[src/rtl/fetch_pkg.sv]
// Shared types and constants for the instruction-fetch sequencer.
package fetch_pkg;

  localparam int unsigned XLEN        = 32;
  localparam int unsigned INSTR_BYTES = 4;
  localparam int unsigned WDOG_W      = 8;

  localparam logic [XLEN-1:0] PC_RESET = 32'h0;

  typedef enum logic [2:0] {
    IDLE,
    REQ,
    WAIT,
    DRAIN,
    HOLD,
    ERR
  } fetch_state_t;

  // Instruction payload handed to decode.
  typedef struct packed {
    logic [XLEN-1:0] pc;
    logic [XLEN-1:0] instr;
  } instr_pkt_t;

  // Force a byte address onto a word boundary.
  function automatic logic [XLEN-1:0] align_word(input logic [XLEN-1:0] addr);
    return {addr[XLEN-1:2], 2'b00};
  endfunction

endpackage

[src/rtl/fetch_sequencer_if.sv]
// Instruction-memory request/response and decode handshake bundle.
interface fetch_sequencer_if import fetch_pkg::*; ();

  logic            imem_req;
  logic [XLEN-1:0] imem_addr;
  logic            imem_rvalid;
  logic [XLEN-1:0] imem_rdata;
  logic            instr_valid;
  logic [XLEN-1:0] instr;
  logic [XLEN-1:0] instr_pc;
  logic            instr_ready;

  modport master (
    output imem_req, imem_addr, instr_valid, instr, instr_pc,
    input  imem_rvalid, imem_rdata, instr_ready
  );

  modport slave (
    input  imem_req, imem_addr, instr_valid, instr, instr_pc,
    output imem_rvalid, imem_rdata, instr_ready
  );

endinterface

[src/rtl/fetch_watchdog.sv]
// Wait-cycle counter with a sticky expiry flag.
module fetch_watchdog #(
  parameter int unsigned WIDTH = 8
) (
  input  logic             clk,
  input  logic             reset,
  input  logic             clear,
  input  logic             count,
  input  logic [WIDTH-1:0] limit,
  output logic             expired
);

  logic [WIDTH-1:0] cnt_q, cnt_d;
  logic             err_q, err_d;

  // Count stalled cycles; flag sets on the edge the count reaches the limit.
  always_comb begin
    cnt_d = cnt_q;
    err_d = err_q;
    if (clear) begin
      cnt_d = '0;
    end else if (count && !err_q) begin
      cnt_d = cnt_q + WIDTH'(1);
      if (cnt_d == limit) err_d = 1'b1;
    end
  end

  // Counter and flag registers.
  always_ff @(posedge clk) begin
    if (reset) begin
      cnt_q <= '0;
      err_q <= 1'b0;
    end else begin
      cnt_q <= cnt_d;
      err_q <= err_d;
    end
  end

  assign expired = err_q;

endmodule

[src/rtl/fetch_sequencer.sv]
// Fetch sequencer: drives next_PC, issues imem reads, hands words to decode.
module fetch_sequencer import fetch_pkg::*; #(
  parameter int unsigned MAX_WAIT = 16
) (
  input  logic              clk,
  input  logic              reset,
  input  logic [XLEN-1:0]   PC,
  output logic [XLEN-1:0]   next_PC,
  input  logic              redirect_valid,
  input  logic [XLEN-1:0]   redirect_target,
  fetch_sequencer_if.master bus,
  output logic              fetch_err
);

  localparam logic [WDOG_W-1:0] LIMIT = WDOG_W'(MAX_WAIT);

  fetch_state_t    state_q, state_d;
  logic            imem_req_q, imem_req_d;
  logic [XLEN-1:0] imem_addr_q, imem_addr_d;
  logic            instr_valid_q, instr_valid_d;
  instr_pkt_t      pkt_q, pkt_d;

  logic halted;
  logic accept;
  logic waiting;
  logic wd_clear;
  logic wd_count;

  // The watchdog flag takes effect the same cycle it rises, ahead of state ERR.
  assign halted  = (state_q == ERR) || fetch_err;
  assign accept  = instr_valid_q && bus.instr_ready;
  assign waiting = (state_q == WAIT) || (state_q == DRAIN);

  // Next PC: reset, halt, redirect, sequential advance on accept, else hold.
  always_comb begin
    next_PC = PC;
    if (reset) begin
      next_PC = PC_RESET;
    end else if (halted) begin
      next_PC = PC;
    end else if (redirect_valid) begin
      next_PC = align_word(redirect_target);
    end else if (accept) begin
      next_PC = PC + XLEN'(INSTR_BYTES);
    end
  end

  // Next state, registered-output values and watchdog controls.
  always_comb begin
    state_d     = state_q;
    imem_addr_d = imem_addr_q;
    pkt_d       = pkt_q;
    unique case (state_q)
      IDLE:  state_d = REQ;
      REQ:   state_d = redirect_valid ? DRAIN : WAIT;
      WAIT: begin
        if (bus.imem_rvalid) begin
          if (redirect_valid) begin
            state_d = REQ;
          end else begin
            state_d = HOLD;
            pkt_d   = '{pc: imem_addr_q, instr: bus.imem_rdata};
          end
        end else if (redirect_valid) begin
          state_d = DRAIN;
        end
      end
      DRAIN: if (bus.imem_rvalid) state_d = REQ;
      HOLD:  if (accept || redirect_valid) state_d = REQ;
      ERR:   state_d = ERR;
      default: state_d = ERR;
    endcase
    if (fetch_err) state_d = ERR;
    // The PC register holds next_PC during the request cycle.
    if (state_d == REQ) imem_addr_d = next_PC;
    imem_req_d    = (state_d == REQ);
    instr_valid_d = (state_d == HOLD);
    wd_clear      = (state_d != state_q) && ((state_d == WAIT) || (state_d == DRAIN));
    wd_count      = waiting && !bus.imem_rvalid && !fetch_err;
  end

  // State and output registers.
  always_ff @(posedge clk) begin
    if (reset) begin
      state_q       <= IDLE;
      imem_req_q    <= 1'b0;
      imem_addr_q   <= PC_RESET;
      instr_valid_q <= 1'b0;
      pkt_q         <= '0;
    end else begin
      state_q       <= state_d;
      imem_req_q    <= imem_req_d;
      imem_addr_q   <= imem_addr_d;
      instr_valid_q <= instr_valid_d;
      pkt_q         <= pkt_d;
    end
  end

  fetch_watchdog #(.WIDTH(WDOG_W)) u_wdog (
    .clk     (clk),
    .reset   (reset),
    .clear   (wd_clear),
    .count   (wd_count),
    .limit   (LIMIT),
    .expired (fetch_err)
  );

  assign bus.imem_req    = imem_req_q;
  assign bus.imem_addr   = imem_addr_q;
  assign bus.instr_valid = instr_valid_q;
  assign bus.instr       = pkt_q.instr;
  assign bus.instr_pc    = pkt_q.pc;

endmodule

[src/flat_wrapper.sv]
// flat-port wrapper written by rule: the top's interface ports become plain ports
module fetch_sequencer_flat import fetch_pkg::*;
#(
  parameter int unsigned MAX_WAIT = 16
)
  (clk, reset, PC, next_PC, redirect_valid, redirect_target, fetch_err, bus_imem_req, bus_imem_addr, bus_instr_valid, bus_instr, bus_instr_pc, bus_imem_rvalid, bus_imem_rdata, bus_instr_ready);
  fetch_sequencer_if bus_i ();
  input  logic clk;
  input  logic reset;
  input  logic [XLEN-1:0] PC;
  output logic [XLEN-1:0] next_PC;
  input  logic redirect_valid;
  input  logic [XLEN-1:0] redirect_target;
  output logic fetch_err;
  output wire logic [$bits(bus_i.imem_req)-1:0] bus_imem_req;
  output wire logic [$bits(bus_i.imem_addr)-1:0] bus_imem_addr;
  output wire logic [$bits(bus_i.instr_valid)-1:0] bus_instr_valid;
  output wire logic [$bits(bus_i.instr)-1:0] bus_instr;
  output wire logic [$bits(bus_i.instr_pc)-1:0] bus_instr_pc;
  input wire logic [$bits(bus_i.imem_rvalid)-1:0] bus_imem_rvalid;
  input wire logic [$bits(bus_i.imem_rdata)-1:0] bus_imem_rdata;
  input wire logic [$bits(bus_i.instr_ready)-1:0] bus_instr_ready;
  assign bus_imem_req = bus_i.imem_req;
  assign bus_imem_addr = bus_i.imem_addr;
  assign bus_instr_valid = bus_i.instr_valid;
  assign bus_instr = bus_i.instr;
  assign bus_instr_pc = bus_i.instr_pc;
  assign bus_i.imem_rvalid = bus_imem_rvalid;
  assign bus_i.imem_rdata = bus_imem_rdata;
  assign bus_i.instr_ready = bus_instr_ready;
  fetch_sequencer #(.MAX_WAIT(MAX_WAIT)) u_core (.clk(clk), .reset(reset), .PC(PC), .next_PC(next_PC), .redirect_valid(redirect_valid), .redirect_target(redirect_target), .bus(bus_i), .fetch_err(fetch_err));
endmodule
[config.mk]
export PLATFORM = sky130hd
export DESIGN_NAME = fetch_sequencer_flat
export DESIGN_NICKNAME = d
export VERILOG_FILES = /design/src/rtl/fetch_pkg.sv /design/src/rtl/fetch_sequencer_if.sv /design/src/rtl/fetch_watchdog.sv /design/src/rtl/fetch_sequencer.sv /design/src/flat_wrapper.sv
export SDC_FILE = /design/constraint.sdc
export NUM_CORES = 1
export LEC_CHECK = 0
export CAP_MARGIN = 10
export CORE_AREA = 10 10 127 129
export DETAILED_ROUTE_END_ITERATION = 16
export DIE_AREA = 0 0 137 139
export MAX_ROUTING_LAYER = met4
export PLACE_DENSITY_LB_ADDON = 0.15
export RECOVER_POWER = 25
export SYNTH_ARGS = -nofsm -noshare
export SYNTH_HDL_FRONTEND = slang
export SYNTH_SLANG_ARGS = --single-unit
[constraint.sdc]
create_clock -name clk -period 3.3 [get_ports clk]
set_clock_uncertainty 0.2 [all_clocks]
set_input_delay 0.495 -clock clk [delete_from_list [all_inputs] [get_ports clk]]
set_output_delay 0.495 -clock clk [all_outputs]
set_load 0.02 [all_outputs]
* Word-level counts from Yosys, hierarchy flattened *
Index checks and enable logic that the tools add are counted.
W data, S select, Z words.

storage, ports and cells
  flip-flop bits (word level) = 110
  latch bits = 0
  memory bits (writable) = 0
  ROM bits = 0
  bits of input ports = 101
  output and inout bits = 131
  memories kept = 0

cells by class
  add/sub/neg operators = 2
  $mul = 0
  divide/modulo/power cells = 0
  $lt $le $gt $ge = 0
  equal/unequal tests = 11
  shifts and indexed selects = 0
  muxes and demuxes = 12
  bitwise logic cells = 2
  reduce and logical (&&, ||, !) cells = 15

operators by type and width
  operator                 count
  $mux W32                 4
  $add A32 B3 Y32 const B  1
  $mux W3                  6
  $pmux W3 S5              1
  $eq A3 B2 Y1 const B     4
  $eq A3 B3 Y1 const B     3
  $add A8 B1 Y8 const B    1
  $eq A8 B5 Y1 const B     1
  $eq A3 B1 Y1 const B     2
  $reduce_and A3 Y1        2
  $logic_and A1 B1 Y1      5
  $logic_or A1 B1 Y1       4
  $logic_not A3 Y1         1
  $ne A3 B3 Y1             1
  $logic_not A1 Y1         2
  $not A1 Y1               2
  $reduce_or A2 Y1         1
  $mux W1                  1

* Logic depth before layout (Yosys ltp) *
Gate-level depths: netlist of the first run.

  depth after elaboration = 10
  depth in mapped cells = 9
  depth with buffers taken out = 7

* Hierarchy *
Synthesis of the first run repeated with hierarchy kept, for this count alone.

second synthesis, totals
  cells, all modules = 762
  area total of the unflattened synthesis = 5,729.2 µm²

by module, submodules not included
  module           times used  cells each  area each (µm²)  sequential area each (µm²)
  fetch_sequencer  1           695         5,147.4          2,021.9
  fetch_watchdog   1           67          581.8            180.2

* Worst setup path after synthesis of the first run *
Ideal clock, no wire load.

  kind = input port to output port
  start point = in PC[7]
  end point = out next_PC[28]
  arrival = 2,390 ps
  slack = 215 ps
  cell stages on the path = 7
  path through = buf_4 > nand3_1 > nor4_4 > nand3_1 > nor2_1 > mux2_2 > nor3_1

on the way
  cells in the longest elaborated chain, start to end = 5

ends and longest elaborated chain
  what                line                   text
  start: declaration  flat_wrapper.sv:10     input logic [XLEN-1:0] PC;
  $add A32 B3 Y32     fetch_sequencer.sv:44  next_PC = PC + XLEN'(INSTR_BYTES);
  $mux W32            fetch_sequencer.sv:43  end else if (accept) begin
  $mux W32            fetch_sequencer.sv:41  end else if (redirect_valid) begin
  $mux W32            fetch_sequencer.sv:39  end else if (halted) begin
  $mux W32            fetch_sequencer.sv:37  if (reset) begin
  end: declaration    flat_wrapper.sv:11     output logic [XLEN-1:0] next_PC;

Every way passes these cells.

* Final worst setup path of the first run *
  start point = in PC[14]
  end point = out next_PC[29]

The elaborated chain is that of the path after synthesis.

==> results of run 1 <==
## worst reg2reg max path, cell delays in order, from the launching register on
cell	delay, ps
dfxtp_1	360
buf_4	170
nand2_1	140
or4_2	580
buf_4	340
nand4_1	180
buf_4	240
nor2_1	70
a21oi_1	150
nor2_1	70
## routing by layer
metal  wire length [um]  up-vias
met1               9530     3005
met5                  0        -
met2              11100      206
met3               1290       41
li1                   -     3118
met4                557        0
## what timing repair did
action | CTS | global route
setup buffers | 0 | 1
endpoints found under the setup margin | 29 | 22
pin swaps | 6 | 9
gates resized for setup | 114 | 34
## cells in the final DEF, fill, tap and decap left out, types with 3 or more instances in the layout
cell type and instances:
a221oi_1 4, nor4_4 3, dlygate4sd2_1 12, clkbuf_16 9
o21ai_0 12, nor3_1 13, nor2_1 56, dlygate4sd3_1 58
o31ai_1 3, mux2i_1 4, and4_1 5, xor2_1 10
dfxtp_1 109, or3_1 6, dlymetal6s2s_1 11, o221ai_1 5
nor3_2 3, clkdlybuf4s15_2 4, or4_1 5, clkdlybuf4s50_1 125
o32ai_1 4, diode_2 3, nand2_1 169, a221oi_2 3
a21oi_1 87, xnor2_1 7, a211oi_1 11, inv_1 5
nand3_1 16, nor4_1 4, a21o_1 6, a31oi_1 9
buf_4 129, nand4_1 10, ha_1 3, o22ai_1 11
buf_2 9, and3_1 16
## flip-flops by register name, indices dropped and copies added (netlist names)
name	count
u_core.bus.instr_valid	1
u_core.bus.instr	32
u_core.bus.imem_req	1
u_core.bus.instr_pc	32
u_core.state_q	3
u_core.u_wdog.expired	1
u_core.u_wdog.cnt_q	8
u_core.bus.imem_addr	32
## Yosys cell counts (7+ instances only)
master | instances | share of area
nor3_1 | 16 | 0.015
a31oi_1 | 10 | 0.012
nand4_1 | 10 | 0.012
nand3_1 | 19 | 0.018
and4_1 | 7 | 0.012
a211oi_1 | 11 | 0.016
clkbuf_1 | 45 | 0.032
nor2_1 | 58 | 0.041
xnor2_1 | 7 | 0.012
o22ai_1 | 11 | 0.013
a21oi_1 | 87 | 0.082
xor2_1 | 10 | 0.017
or3_1 | 7 | 0.0083
a221oi_1 | 7 | 0.012
o21ai_0 | 13 | 0.012
and3_1 | 16 | 0.019
nand2_1 | 170 | 0.12
dfxtp_1 | 110 | 0.42
## through the flow
stage | hold slack [ps] | setup TNS [ps] | total power, uW | util | instances
2_1_floorplan | 314 | 0 | 1860 | - | 700
3_3_place_gp | 241 | -12500 | 2410 | 0.626 | 1180
3_5_place_dp | 245 | -12660 | 2420 | 0.626 | 1180
4_1_cts | 257 | -247 | 3600 | 0.649 | 1196
5_1_grt | 270 | 0 | 3720 | 0.657 | 1200
6_report | 252 | 0 | 3560 | 0.657 | 1200
## power groups by stage
stage	sequential [uW]	clock, uW	combinational (uW)
6_report	1460	1180	923
5_1_grt	1470	1270	985
4_1_cts	1460	1210	925
3_5_place_dp	1490	0	935
3_3_place_gp	1480	0	927
2_1_floorplan	1560	0	305
## layout make-up
type / count / area, um2 / share of cell area
repair buffers: 352 / 3180 / 0.354
multi-input cells: 532 / 3010 / 0.335
clock inverters: 7 / 101 / 0.0113
clock buffers: 9 / 225 / 0.0251
flip-flops and latches: 110 / 2200 / 0.245
well taps: 180 / 225 / 0.0251
diodes: 3 / 7.51 / 0.000836
inverters: 7 / 26.3 / 0.00292
## kinds of logic (layout without fill, tap and decap cells)
family	after synthesis	in the layout	share of synthesized area
simple gates	330	330	0.286
compound gates	175	175	0.206
flops	110	110	0.416
buf+inv	58	375	0.0428
xor+xnor	17	17	0.0281
mux	7	7	0.0139
fa+ha+maj	3	3	0.00709
other cells	0	3	0
## path summary, 6_finish.rpt
path / end / cells after the start / from / slack [ps]
worst max-delay path: next_PC[29] / 8 / PC[14] / 80
worst min-delay path: u_core.bus.instr[0] / 2 / u_core.bus.instr[0] / 250
worst max register to register: u_core.bus.imem_addr[4] / 9 / u_core.state_q[1] / 690
worst min register to register: u_core.bus.instr[0] / 2 / u_core.bus.instr[0] / 250
==> summary.txt, run 1 <==
Seq pwr share = 0.409
Worst-Margin Slew = 689 ps
global-route wire length before repair = 34200 um
DRC = 0
setup violators final = 0
port bufs = 229
met2 Use GR = 0.381
startpoint types = primary input
synthesized area = 5300 um2
Vias = 6370
cells after synthesis = 700
global route total overflow = 0
row count = 43
Achievable Freq = 310 MHz
setup ws final = 79.1 ps
Clk pin slew, worst setup/hold paths = 80 ps
RSZ-0062 raised after global routing = no
CTS Buffer Depth = 2
CTS root buf = clkbuf_16
sw power = 1110 uW
Combinational Power Share = 0.259
Final Hold Viols = 0
PD cells = 397 nW/um2
Detailed Place HPWL = 17300 um
Syn-to-layout area delta = 69.7%
Die Y = 139 um
Core Box Area = 13700 um2
fin nets = 1116
Placed Area = 8560 um2
crit-path max cell delay = 480 ps
Post-synth EDFFs = 0
Final Critical Period = 3220 ps
vias per cell = 5.31
Most used DFF post-synth = dfxtp_1
fin area = 8980 um2
maximum VDD drop = 0.288 mV
Int Pwr = 2460 uW
syn_area_per_cell = 7.56 um2
# IOs = 232
die width = 137 um
initial antenna violation count = 2
critical path's slowest cell = clkdlybuf4s50_1
Setup WS pre-CTS = -706 ps
CTS tree = built
post-cts hold buffer count = 0
Sinks on Clock Net = 110
Clock Latency Late Sink = 370 ps
Clock power frac = 0.332
share of cells above drive strength 1 = 0.195
asr flop ratio synth = 0
drt total wl = 22400 um
Pleak = 0.00379 uW
Crit. End Element = output pin
max cap viols = 0
CTS buffer count = 9
GP Congestion = 0.938
Crit Path Class = in -> out
sequential-to-total area share from yosys stat = 0.416
Slew Limit Fails = 0
Sw Share = 0.311
critical path, cell by cell = clkdlybuf4s50_1, and4_1, and4_4, nand3_1, or3_1, o311a_1, nor2_1, buf_4
met3 usage = 0.0337
global routing's busiest layer = met2
H-tree depth = 3
Worst EP required = 2600 ps
syn nets = 804
WP buf/inv = 2
met1 Track Usage GR = 0.277
initial DRC count = 421
WL/cell = 18.7 um
largest delay contributor family on the critical path = simple AND/OR/NAND/NOR gates
Die ar. = 19000 um2
Starting Density = 0.387
CP max FO = 4
Slew Limit Headroom = 0.541
Total GRT Usage = 0.231
post-synth cell types = 56
fill count = 1189
pin count of the biggest net entering global routing = 67
Yosys reg bits = 110
worst hold path type = reg -> reg
DRT Pass-1 Iters = 5
Antenna Nets Post-Route = 0
crit share post-route = 0.976
vias in the first global route = 6257
status = finished clean
synth warn = 0
Arrival @ worst endpoint = 2530 ps
No activity file was read; power rests on OpenSTA's default activity.
==> run 2, diff against run 1 <==
Settings changed: CORE_AREA 10 10 127 129 to 4 4 121 123, DIE_AREA 0 0 137 139 to 0 0 125 127, TNS_END_PERCENT set to 50.
==> run 2 against run 1 <==
Against the previous run: wire length is 8.5% lower; global-route usage is 2.5 points higher; hold slack better by 2.1 ps; worst setup slack worse by 38 ps; highest routed layer unchanged; sequential share of layout area hardly changed.
==> summary.txt, run 2 (same netlist as run 1, synthesis figures left out) <==
H-tree depth = 3
fill count = 1196
share of cells above drive strength 1 = 0.189
Crit. End Element = output pin
most frequent cells in the layout = 169 x nand2_1, 123 x clkdlybuf4s50_1, 121 x buf_4
Starting Density = 0.387
Worst-Margin Slew = 663 ps
Clock Latency Late Sink = 350 ps
row count = 43
met3 routed WL = 1050 um
PD cells = 390 nW/um2
commonest non-fill, non-tap cell in the layout = nand2_1
Min Hold Slack = 254 ps
CTS Buffer Depth = 2
CTS tree = built
M1 WL = 8870 um
Achievable Freq = 307 MHz
Final Hold Viols = 0
vias per cell = 5.31
Arrival @ worst endpoint = 2560 ps
WL/cell = 17.2 um
Die Y = 127 um
Final Critical Period = 3260 ps
fin nets = 1114
maximum VDD drop = 0.351 mV
CTS buffer count = 9
port bufs = 229
Syn-to-layout area delta = 69.5%
Total GRT Usage = 0.255
Slew Limit Fails = 0
sum of negative setup slack = 0 ps
Die ar. = 15900 um2
vias in the first global route = 6124
Pleak = 0.00375 uW
Slew Limit Headroom = 0.558
Final Non-Filler Cells = 1196
Placed Area = 8530 um2
combined area of the multi-input logic cells = 3010 um2
global route total overflow = 0
fin area = 8980 um2
R2R setup slack = 860 ps
initial DRC count = 464
post-cts hold buffer count = 0
Worst EP required = 2600 ps
crit share post-route = 0.988
# IOs = 232
DRC = 0
drt total wl = 20500 um
global-route wire length before repair = 32100 um
Sinks on Clock Net = 110
setup violators final = 0
RSZ-0062 raised after global routing = yes
status = finished clean
Max Used Layer = met4
GP Congestion = 0.928
Vias = 6351
register area = 2200 um2
DRT Pass-1 Iters = 5
Detailed Place HPWL = 15700 um
pin count of the biggest net entering global routing = 65
CP max FO = 9
Clk pin slew, worst setup/hold paths = 80 ps
worst hold path type = reg -> reg
DP Cell Count = 1173
initial antenna violation count = 1
Antenna Nets Post-Route = 0
met2 WL post-DR = 10100 um
Crit Path Class = in -> out
startpoint types = primary input
max cap viols = 0
CTS root buf = clkbuf_16
Core Box Area = 13700 um2
die width = 125 um
-- run 2: cell count changes in the layout (fill, tap and decap cells not counted), moves of 3 or more --
cell / previous run / this run
dlymetal6s2s_1: 11 / 7
dlygate4sd2_1: 12 / 22
buf_2: 9 / 2
clkbuf_2: 2 / 5
buf_4: 129 / 121
clkdlybuf4s15_1: 0 / 4
nand3_2: 2 / 5
-- run 2: final timing paths --
check                               from                  endpoint  depth (start not counted)
setup / recovery          redirect_valid                next_PC[1]                          7
setup reg to reg  u_core.bus.instr_valid  u_core.bus.imem_addr[21]                          8
hold reg to reg      u_core.bus.instr[2]       u_core.bus.instr[2]                          2
hold / removal       u_core.bus.instr[2]       u_core.bus.instr[2]                          2
-- run 2: cell type report --
class                   count  share of cell area
repair buffers            350               0.356
multi-input cells         532               0.335
flip-flops and latches    110               0.245
clock buffers               9              0.0251
well taps                 180              0.0251
clock inverters             7             0.00976
inverters                   7             0.00293
diodes                      1            0.000279
-- run 2: power by group --
part	total, uW	internal [uW]	switching [uW]
Clock	1140	605	535
Sequential	1460	1400	57.3
Combinational	903	434	469
Total	3500	2440	1060
-- run 2: timing repair --
item / in CTS / in global routing
endpoints found under the setup margin: 29 / 23
setup buffers: 4 / 2
gates resized for setup: 87 / 43
pin swaps: 7 / 7
-- run 2: critical path, cell delays in order --
cell and delay [ps]:
clkdlybuf4s50_1 540, buf_4 200, nand3_1 230, buf_4 240
buf_4 150, and3_1 170, clkdlybuf4s50_1 530
-- run 2: through the flow --
step | setup slack, ps | util | total power, uW
finish | 41.1 | 0.657 | 3500
global route | -27.2 | 0.657 | 3650
CTS | -18.6 | 0.652 | 3530
detailed placement | -706 | 0.625 | 2410
global placement | -695 | 0.625 | 2390
floorplan | 215 | - | 1860
-- run 2: per-layer routing --
layer  global-route usage  up-vias
li1                     -     3106
met3               0.0389       38
met4               0.0816        0
met2                0.422      233
met5                    -        -
met1                0.323     2974
